File: config.mk
export PLATFORM = sky130hd
export DESIGN_NAME = i2c_slave_regs
export DESIGN_NICKNAME = d
export VERILOG_FILES = /design/src/rtl/i2c_slv_pkg.sv /design/src/rtl/i2c_slv_sync_filter.sv /design/src/rtl/i2c_slave_regs.sv
export SDC_FILE = /design/constraint.sdc
export NUM_CORES = 1
export LEC_CHECK = 0
export ABC_AREA = 1
export BUFFER_PORTS_ARGS = -buffer_cell sky130_fd_sc_hd__buf_2
export CELL_PAD_IN_SITES_DETAIL_PLACEMENT = 0
export CELL_PAD_IN_SITES_GLOBAL_PLACEMENT = 2
export CORE_UTILIZATION = 35
export DETAILED_ROUTE_END_ITERATION = 12
export PLACE_DENSITY = 0.85
export REMOVE_ABC_BUFFERS = 1
export SLEW_MARGIN = 10
export SYNTH_ARGS = -nofsm -noshare
export SYNTH_HDL_FRONTEND = slang
export SYNTH_SLANG_ARGS = --single-unit
export TNS_END_PERCENT = 50
File: constraint.sdc
create_clock -name wb_clk_i -period 6.2 [get_ports wb_clk_i]
set_clock_uncertainty 0.2 [all_clocks]
set_input_delay 0.93 -clock wb_clk_i [delete_from_list [all_inputs] [get_ports wb_clk_i]]
set_output_delay 0.93 -clock wb_clk_i [all_outputs]
set_load 0.05 [all_outputs]
File: src/rtl/i2c_slv_pkg.sv
// Shared definitions for the I2C slave register block.
// Contents: FSM state enum, ACK/NACK bus levels, bit-counter width and
// the counter values the FSM compares against.
package i2c_slv_pkg;

   typedef enum logic [3:0] {
      S_IDLE,
      S_ADDR,
      S_ADDR_ACK,
      S_PTR,
      S_PTR_ACK,
      S_WDATA,
      S_WDATA_ACK,
      S_RDATA,
      S_RACK,
      S_WAIT
   } state_e;

   localparam logic ACK  = 1'b0;
   localparam logic NACK = 1'b1;

   // Counts 0..8 so the read path can tell "8 bits sent" apart from "none yet".
   localparam int BCW = 4;
   localparam logic [BCW-1:0] BC_ONE  = BCW'(1);
   localparam logic [BCW-1:0] BC_LAST = BCW'(7);
   localparam logic [BCW-1:0] BC_DONE = BCW'(8);

endpackage

File: src/rtl/i2c_slv_sync_filter.sv
// Synchronizer and edge detector for one I2C line (used once for SCL and
// once for SDA).
// Ports:
//   clk_i  - system clock
//   rst_i  - asynchronous reset, active-high (line assumed idle high)
//   pad_i  - raw pad level
//   lvl_o  - synchronized (optionally filtered) level
//   rise_o - one-cycle pulse on a 0->1 change of lvl_o
//   fall_o - one-cycle pulse on a 1->0 change of lvl_o
// Build option: define I2C_SLV_GLITCH_FILTER_EN to insert a 3-sample
// majority filter after the synchronizer, rejecting 1-cycle pulses.
module i2c_slv_sync_filter (
   input  logic clk_i,
   input  logic rst_i,
   input  logic pad_i,
   output logic lvl_o,
   output logic rise_o,
   output logic fall_o
);

   logic [1:0] sync_q;
   logic       prev_q;
   logic       lvl;

   always_ff @(posedge clk_i or posedge rst_i) begin
      if (rst_i) begin
         sync_q <= 2'b11;
      end else begin
         sync_q <= {sync_q[0], pad_i};
      end
   end

`ifdef I2C_SLV_GLITCH_FILTER_EN
   logic [1:0] hist_q;
   logic       maj_q;

   // Majority of the current and two previous synchronized samples.
   always_ff @(posedge clk_i or posedge rst_i) begin
      if (rst_i) begin
         hist_q <= 2'b11;
         maj_q  <= 1'b1;
      end else begin
         hist_q <= {hist_q[0], sync_q[1]};
         maj_q  <= (sync_q[1] & hist_q[0]) | (sync_q[1] & hist_q[1]) |
                   (hist_q[0] & hist_q[1]);
      end
   end

   assign lvl = maj_q;
`else
   assign lvl = sync_q[1];
`endif

   always_ff @(posedge clk_i or posedge rst_i) begin
      if (rst_i) begin
         prev_q <= 1'b1;
      end else begin
         prev_q <= lvl;
      end
   end

   assign lvl_o  = lvl;
   assign rise_o = lvl & ~prev_q;
   assign fall_o = ~lvl & prev_q;

endmodule

File: src/rtl/i2c_slave_regs.sv
// I2C slave with a 2**AW byte register file. Write: START, addr+W,
// pointer, data... STOP. Read: START, addr+R (optionally after a pointer
// write and repeated START), bytes served from the pointer, auto-increment.
// Ports:
//   wb_clk_i     - system clock, rising edge
//   arst_i       - asynchronous reset, active-high
//   scl_pad_i    - SCL line level
//   sda_pad_i    - SDA line level
//   sda_pad_o    - SDA output value (always 0, open-drain)
//   sda_padoen_o - SDA output enable, active low (0 pulls the line low)
//   busy_o       - high from address match until STOP / next START
//   wr_stb_o     - one-cycle pulse per register write
//   wr_adr_o     - register address of the strobed write
//   wr_dat_o     - data of the strobed write
// Build option: I2C_SLV_GLITCH_FILTER_EN enables the line majority filters.
module i2c_slave_regs
   import i2c_slv_pkg::*;
#(
   parameter logic [6:0] SLAVE_ADDR = 7'h02,
   parameter int         AW         = 4
) (
   input  logic          wb_clk_i,
   input  logic          arst_i,
   input  logic          scl_pad_i,
   input  logic          sda_pad_i,
   output logic          sda_pad_o,
   output logic          sda_padoen_o,
   output logic          busy_o,
   output logic          wr_stb_o,
   output logic [AW-1:0] wr_adr_o,
   output logic [7:0]    wr_dat_o
);

   localparam logic [AW-1:0] PTR_ONE = AW'(1);

   logic scl_lvl, scl_rise, scl_fall;
   logic sda_lvl, sda_rise, sda_fall;

   i2c_slv_sync_filter u_scl (
      .clk_i  (wb_clk_i),
      .rst_i  (arst_i),
      .pad_i  (scl_pad_i),
      .lvl_o  (scl_lvl),
      .rise_o (scl_rise),
      .fall_o (scl_fall)
   );

   i2c_slv_sync_filter u_sda (
      .clk_i  (wb_clk_i),
      .rst_i  (arst_i),
      .pad_i  (sda_pad_i),
      .lvl_o  (sda_lvl),
      .rise_o (sda_rise),
      .fall_o (sda_fall)
   );

   state_e           state_q,  state_d;
   logic [BCW-1:0]   bitcnt_q, bitcnt_d;
   logic [7:0]       shift_q,  shift_d;
   logic             rw_q,     rw_d;
   logic [AW-1:0]    ptr_q,    ptr_d;
   logic             oen_q,    oen_d;
   logic             busy_q,   busy_d;
   logic             stb_q,    stb_d;
   logic [AW-1:0]    wadr_q,   wadr_d;
   logic [7:0]       wdat_q,   wdat_d;
   logic             mem_we;
   logic [7:0]       mem_q [2**AW];
   logic [7:0]       rx_byte;

   // Byte as it will stand once the bit on the current SCL rise is shifted in.
   assign rx_byte = {shift_q[6:0], sda_lvl};

   always_ff @(posedge wb_clk_i or posedge arst_i) begin
      if (arst_i) begin
         state_q  <= S_IDLE;
         bitcnt_q <= '0;
         shift_q  <= '0;
         rw_q     <= 1'b0;
         ptr_q    <= '0;
         oen_q    <= 1'b1;
         busy_q   <= 1'b0;
         stb_q    <= 1'b0;
         wadr_q   <= '0;
         wdat_q   <= '0;
      end else begin
         state_q  <= state_d;
         bitcnt_q <= bitcnt_d;
         shift_q  <= shift_d;
         rw_q     <= rw_d;
         ptr_q    <= ptr_d;
         oen_q    <= oen_d;
         busy_q   <= busy_d;
         stb_q    <= stb_d;
         wadr_q   <= wadr_d;
         wdat_q   <= wdat_d;
      end
   end

   always_ff @(posedge wb_clk_i or posedge arst_i) begin
      if (arst_i) begin
         for (int i = 0; i < 2**AW; i++) mem_q[i] <= '0;
      end else if (mem_we) begin
         mem_q[ptr_q] <= rx_byte;
      end
   end

   always_comb begin
      state_d  = state_q;
      bitcnt_d = bitcnt_q;
      shift_d  = shift_q;
      rw_d     = rw_q;
      ptr_d    = ptr_q;
      oen_d    = oen_q;
      busy_d   = busy_q;
      stb_d    = 1'b0;
      wadr_d   = wadr_q;
      wdat_d   = wdat_q;
      mem_we   = 1'b0;

      if (scl_lvl && sda_fall) begin
         state_d  = S_ADDR;
         bitcnt_d = '0;
         oen_d    = 1'b1;
         busy_d   = 1'b0;
      end else if (scl_lvl && sda_rise) begin
         state_d = S_IDLE;
         oen_d   = 1'b1;
         busy_d  = 1'b0;
      end else begin
         unique case (state_q)
            S_ADDR, S_PTR, S_WDATA: begin
               if (scl_rise) begin
                  shift_d  = rx_byte;
                  bitcnt_d = bitcnt_q + BC_ONE;
                  if (bitcnt_q == BC_LAST) begin
                     if (state_q == S_ADDR) begin
                        if (rx_byte[7:1] == SLAVE_ADDR) begin
                           state_d = S_ADDR_ACK;
                           busy_d  = 1'b1;
                           rw_d    = rx_byte[0];
                        end else begin
                           state_d = S_WAIT;
                           oen_d   = 1'b1;
                        end
                     end else if (state_q == S_PTR) begin
                        ptr_d   = rx_byte[AW-1:0];
                        state_d = S_PTR_ACK;
                     end else begin
                        mem_we  = 1'b1;
                        stb_d   = 1'b1;
                        wadr_d  = ptr_q;
                        wdat_d  = rx_byte;
                        ptr_d   = ptr_q + PTR_ONE;
                        state_d = S_WDATA_ACK;
                     end
                  end
               end
            end
            // ACK states: first SCL fall starts driving low, the second ends
            // the ACK clock. oen_q tells the two falls apart.
            S_ADDR_ACK, S_PTR_ACK, S_WDATA_ACK: begin
               if (scl_fall) begin
                  if (oen_q) begin
                     oen_d = ACK;
                  end else if (state_q == S_ADDR_ACK && rw_q) begin
                     state_d  = S_RDATA;
                     bitcnt_d = '0;
                     shift_d  = mem_q[ptr_q];
                     oen_d    = mem_q[ptr_q][7];
                  end else begin
                     state_d  = (state_q == S_ADDR_ACK) ? S_PTR : S_WDATA;
                     bitcnt_d = '0;
                     oen_d    = 1'b1;
                  end
               end
            end
            S_RDATA: begin
               if (scl_rise) begin
                  bitcnt_d = bitcnt_q + BC_ONE;
               end else if (scl_fall) begin
                  // Count 0 means the byte was loaded on a master ACK and
                  // its MSB is not on the line yet.
                  if (bitcnt_q == '0) begin
                     oen_d = shift_q[7];
                  end else if (bitcnt_q == BC_DONE) begin
                     oen_d   = 1'b1;
                     ptr_d   = ptr_q + PTR_ONE;
                     state_d = S_RACK;
                  end else begin
                     shift_d = {shift_q[6:0], 1'b1};
                     oen_d   = shift_q[6];
                  end
               end
            end
            S_RACK: begin
               if (scl_rise) begin
                  if (sda_lvl == ACK) begin
                     state_d  = S_RDATA;
                     bitcnt_d = '0;
                     shift_d  = mem_q[ptr_q];
                  end else begin
                     state_d = S_WAIT;
                  end
               end
            end
            default: ;
         endcase
      end
   end

   assign sda_pad_o    = 1'b0;
   assign sda_padoen_o = oen_q;
   assign busy_o       = busy_q;
   assign wr_stb_o     = stb_q;
   assign wr_adr_o     = wadr_q;
   assign wr_dat_o     = wdat_q;

endmodule

# After elaboration in Yosys (flattened, before gate mapping)
# Index checks and enable logic that the tools add are counted.
# op_classes
add_sub_neg,2
order_cmp,2
eq_ne,41
mux,80
bitwise_logic,13
reduce_logical,26
# op_table
operator,n
$bwmux 128,1
$mux 4,29
$mux 8,13
$ne 4x4->1 const B,11
$bmux 8 s4,1
$demux 8 s4,1
$pmux 8 s4,1
$ne 2x2->1 const B,14
$mux 1,27
$reduce_and 7->1,3
$eq 4x3->1 const B,5
$reduce_and 10->1,2
$pmux 4 s4,1
$reduce_bool 3->1,5
$reduce_and 13->1,1
$ne 3x3->1 const B,4
$pmux 4 s3,1
$add 4x1->4 const B,2
$eq 4x2->1 const B,2
$eq 4x4->1 const B,2
$not 1->1,8
$pmux 4 s2,1
$reduce_and 8->1,1
$reduce_bool 4->1,2
other kinds (18),26
# word_totals
regBits,170
input_bits,4
output_inout_bits,16
elab_cells,194

# Depth between registers and ports, before layout
# logic_depth
ltp_word,10
depth_mapped,13
depth_no_buf,11

# Hierarchy
# A second synthesis with hierarchy kept.
# hier_totals
hier_cells,1097
area_unflattened_um2,8677.1
# modules_own_cells
module,instances,cells_each,area_per_inst_um2,seq_area_each_um2
i2c_slave_regs,1,1081,8481.9,4105.2
i2c_slv_sync_filter,2,8,97.6,78.8

# Least setup slack after synthesis
# Ideal clock, no wire load.
# synth_timing
path_kind,register -> register
startpoint,register ptr_q[0]
endpoint,register mem_q[56] (netlist bit)
setup_time_ns,0.140
arrival_ns,1.715
required_ns,5.860
setup_slack_ns,4.145
path_stages_with_launch,11
n_path_buf,3
synth_period_minus_slack_ns,2.055
cell_sequence,dfrtp_1 > buf_2 > inv_2 > clkbuf_1 > ha_1 > inv_1 > nor2_2 > nand2_2 > buf_2 > nand2_1 > o21ai_0
# synth_via
elab_chain_cells,6
elab_cells_between_ends,7
cone_classes,2 x order compare; 3 x mux; 1 x bitwise; 1 x reduce/logical
# synth_rtl
item,line_no,text
start: declaration,i2c_slave_regs.sv:61,"logic [AW-1:0] ptr_q, ptr_d;"
start signal: assignment,i2c_slave_regs.sv:91,ptr_q <= ptr_d;
$not 4->5 (not written as such) (*),i2c_slave_regs.sv:104,mem_q[ptr_q] <= rx_byte;
$ge 5x5->1 (not written as such) / $lt 5x1->1 (equally long branches),i2c_slave_regs.sv:104,
$logic_and 1x1->1 (not written as such),i2c_slave_regs.sv:104,
$mux 8 (not written as such),i2c_slave_regs.sv:104,
$demux 8 s4 (*),i2c_slave_regs.sv:104,
$bwmux 128 (*),i2c_slave_regs.sv:104,
end signal: indexed assignment,i2c_slave_regs.sv:104,
end: declaration,i2c_slave_regs.sv:68,logic [7:0] mem_q [2**AW];
# Mark *: on every way between the ends. The rest lies on a longest branch, timed or not.
# A chain may end at the register's enable or synchronous reset.

# Worst setup path after layout
# layout_timing
startpoint,register u_sda.sync_q[1]
endpoint,register mem_q[62] (netlist bit)
# layout_via
elab_chain_cells,4
elab_cells_between_ends,7
cone_classes,2 x mux; 3 x bitwise; 2 x reduce/logical
# layout_rtl
item,line_no,text
start: declaration,i2c_slv_sync_filter.sv:21,logic [1:0] sync_q;
start signal: assignment,i2c_slv_sync_filter.sv:29,"sync_q <= {sync_q[0], pad_i};"
$and 1x1->1 / $not 1->1 (equally long branches),"i2c_slv_sync_filter.sv:63, i2c_slv_sync_filter.sv:64",
$logic_and 1x1->1 / $and 1x1->1 (equally long branches),"i2c_slave_regs.sv:126, i2c_slv_sync_filter.sv:64",
$mux 1 / $logic_and 1x1->1 (equally long branches),"i2c_slave_regs.sv:126, i2c_slave_regs.sv:121",
$mux 1 (*),i2c_slave_regs.sv:121,if (scl_lvl && sda_fall) begin
# Marked as above.

==> metrics.csv <==
metric,value,unit
status,"finished, final reports clean",
hp-class,register to register,
slew_viol_final,0,
hold_viol,0,
dr.pass1.iters,5,
worst_pin_slew,1.10,ns
p_int,2.22,mW
postCtsSetupBuffers,0,
cts.sinks,170,
fin_crit_sh,48.6,%
dp_cells,1376,
synth_top_area_cell,dfrtp_1,
routedWlPerCell,15.9,um
detail-route-antenna-nets,0,
seq_power_share,32.9,%
arrival,3.07,ns
start_kind,register,
num_rows,56,
diodes,0,
finalCriticalPeriod,3.01,ns
ys_seq_elements,170,
startpoint,u_sda.sync_q[1],
cts_buffers,17,
fill_cells,2509,
yosysTopAreaCellShare,47.8,%
synth_edf_count,0,
syn_avg_cell_area,7.82,um^2
vias_per_cell,4.82,
start_util,36.0,%
fp.dieH,158,um
synth_area,0.00853,mm^2
max-slew-margin-rel,26.6,%
ys_types,37,
clkTransAtPathRegs,0.06,ns
rsz0062_at_grt,false,
path_max_fanout,29,
coreArea,0.0237,mm^2
crit_path_end_kind,register,
worstPathRequired,6.26,ns
clk_latency,0.42,ns
pwr-share-clk,31.2,%
area_delta_synth_final,10.2,%
fmaxAchievable,332,MHz
post_cts_resized,0,
place_congestion,0.881,
drc,0,
num_vias,6785,
sw_frac_of_total,41.1,%
pwr-share-comb,35.9,%
cp-endpoint,mem_q[62],
instances_no_fill,1408,
yosys_warnings,0,
synthArstFlopShare,100,%
reg2reg_slack,3.19,ns
power.leakage,4.64,nW
synthFlopType,dfrtp_1,
holdBufCountCts,0,
dp_hpwl,14000,um
dr.first_iter.drc_count,645,
grt.overflow.total,0,
synth_area_leaders,"dfrtp_1 (48%), nand2_1 (15%), nor2_1 (6.1%)",
synth_cells,1091,
ir_drop,0.223,mV
die_w,158,um
die-area,0.0250,mm^2
clk_path_buf_depth,2,
power.density,401,mW/mm^2
grt_antenna_before_repair,0,
final_nets,1086,
boundaryPins,20,
setup_viol,0,
grt_pass1_wl,36600,um
whs,0.159,ns
finalSetupTns,0,ns
worstRegToRegCells,9,
r2r-end,mem_q[62],
htreeDepth,4,
seq_area_frac_synth,50.0,%
wirelength,22500,um
cts_root_buffer,clkbuf_16,
grt_pass1_vias,6419,
maxCapViolCount,0,
worstReg2RegStart,u_sda.sync_q[1],
layout-drive-gt1-share,11.2,%
grt_max_degree,81,
globalRouteTotalUtil,19.5,%
critical_path_class,register to register,
numPortBuffers,18,
p_sw,1.55,mW
tritoncts,yes,
sequential cells by signal, indices dropped and copies added, names as in the netlist:
signal and count:
bitcnt_q 4, busy_o 1, mem_q 128, ptr_q 4
rw_q 1, sda_padoen_o 1, shift_q 8, state_q 4
u_scl.prev_q 1, u_scl.sync_q 2, u_sda.prev_q 1, u_sda.sync_q 2
wr_adr_o 4, wr_dat_o 8, wr_stb_o 1
final cells by class:
type                       instances  area, um^2  share of cell area, %
timing repair buffer              23         128                   1.36
tap                              319         399                   4.25
multi-input combinational        789        3670                   39.1
clock inverter                     9         161                   1.72
clock buffer                      23         488                   5.19
inverter                          75         287                   3.05
sequential                       170        4260                   45.4
metal layers:
metal / part of all wire, % / global-route usage (%) / vias up
li1: - / - / 3446
met1: 51 / 28.1 / 3250
met2: 45 / 30.4 / 76
met3: 3.0 / 2.68 / 13
met4: 1.1 / 5.36 / 0
met5: 0 / 0 / -
power groups by stage:
stage	registers, mW	logic, mW	clock network, mW
after floorplan	1.30	0.870	0
after global placement	1.26	1.38	0
after detailed placement	1.26	1.37	0
after CTS	1.24	1.37	1.20
after global routing	1.25	1.55	1.25
final	1.24	1.36	1.18
cell families (layout without fill, tap and decap cells):
| family | Yosys count | count (layout) | share of synthesized area (%) |
|---|---|---|---|
| simple gates | 557 | 557 | 27.9 |
| compound gates | 224 | 224 | 14.1 |
| flops | 170 | 170 | 50.0 |
| buf+inv | 132 | 130 | 6.97 |
| fa+ha+maj | 6 | 6 | 0.880 |
| other cells | 1 | 1 | 0.0440 |
| xor+xnor | 1 | 1 | 0.103 |
worst min-delay path by stage:
stage	start	endpoint	slack, ns	depth (start not counted)
6_report	u_scl.sync_q[0]	u_scl.sync_q[1]	0.16	0
5_1_grt	u_scl.sync_q[0]	u_scl.sync_q[1]	0.16	0
4_1_cts	u_scl.sync_q[0]	u_scl.sync_q[1]	0.16	0
3_5_place_dp	u_scl.sync_q[0]	u_scl.sync_q[1]	0.15	0
3_3_place_gp	u_scl.sync_q[0]	u_scl.sync_q[1]	0.15	0
2_1_floorplan	u_scl.sync_q[0]	u_scl.sync_q[1]	0.15	0
through the flow:
step / utilization [%] / worst slack [ns] / area, um^2 / total power [mW]
6_report: 39.7 / 3.19 / 9400 / 3.77
5_1_grt: 39.7 / 2.94 / 9400 / 4.04
4_1_cts: 39.7 / 3.15 / 9400 / 3.82
3_5_place_dp: 37.0 / 3.17 / 8750 / 2.63
3_3_place_gp: 37.0 / 3.24 / 8750 / 2.64
2_1_floorplan: - / 0.478 / 8220 / 2.17
Yosys cell counts (5+ instances only):
cell,number
o21ai_0,102
nor2_1,139
nand3_1,35
clkbuf_1,28
dfrtp_1,163
nand2_4,10
inv_1,69
dfstp_2,7
nand2_1,335
nand4_1,6
nand2_2,10
ha_1,6
inv_2,5
o21ai_2,20
o21ai_1,93
buf_6,10
buf_2,16
a21oi_1,5
worst max-delay path, cell delays in order, from the launching register on:
cell	delay [ns]
dfstp_2	0.57
inv_2	0.19
nand3_2	0.23
nand2_4	0.09
nor3_4	0.15
nand2_2	0.46
nor2_2	0.47
nand2_2	0.25
nand2_1	0.13
o21ai_0	0.09
placed cells by master (no fill, tap or decap), types with 5 or more instances in the layout:
cell type,instances
nand2_2,10
clkbuf_16,17
o21ai_1,93
dfstp_2,7
nand3_1,35
nand2_4,10
buf_2,18
nor2_1,139
a21oi_1,5
inv_1,68
ha_1,6
inv_2,5
o21ai_0,102
nand4_1,6
buf_4,5
nand2_1,335
dfrtp_1,162
o21ai_2,20
Power figures use the tool's default switching activity.
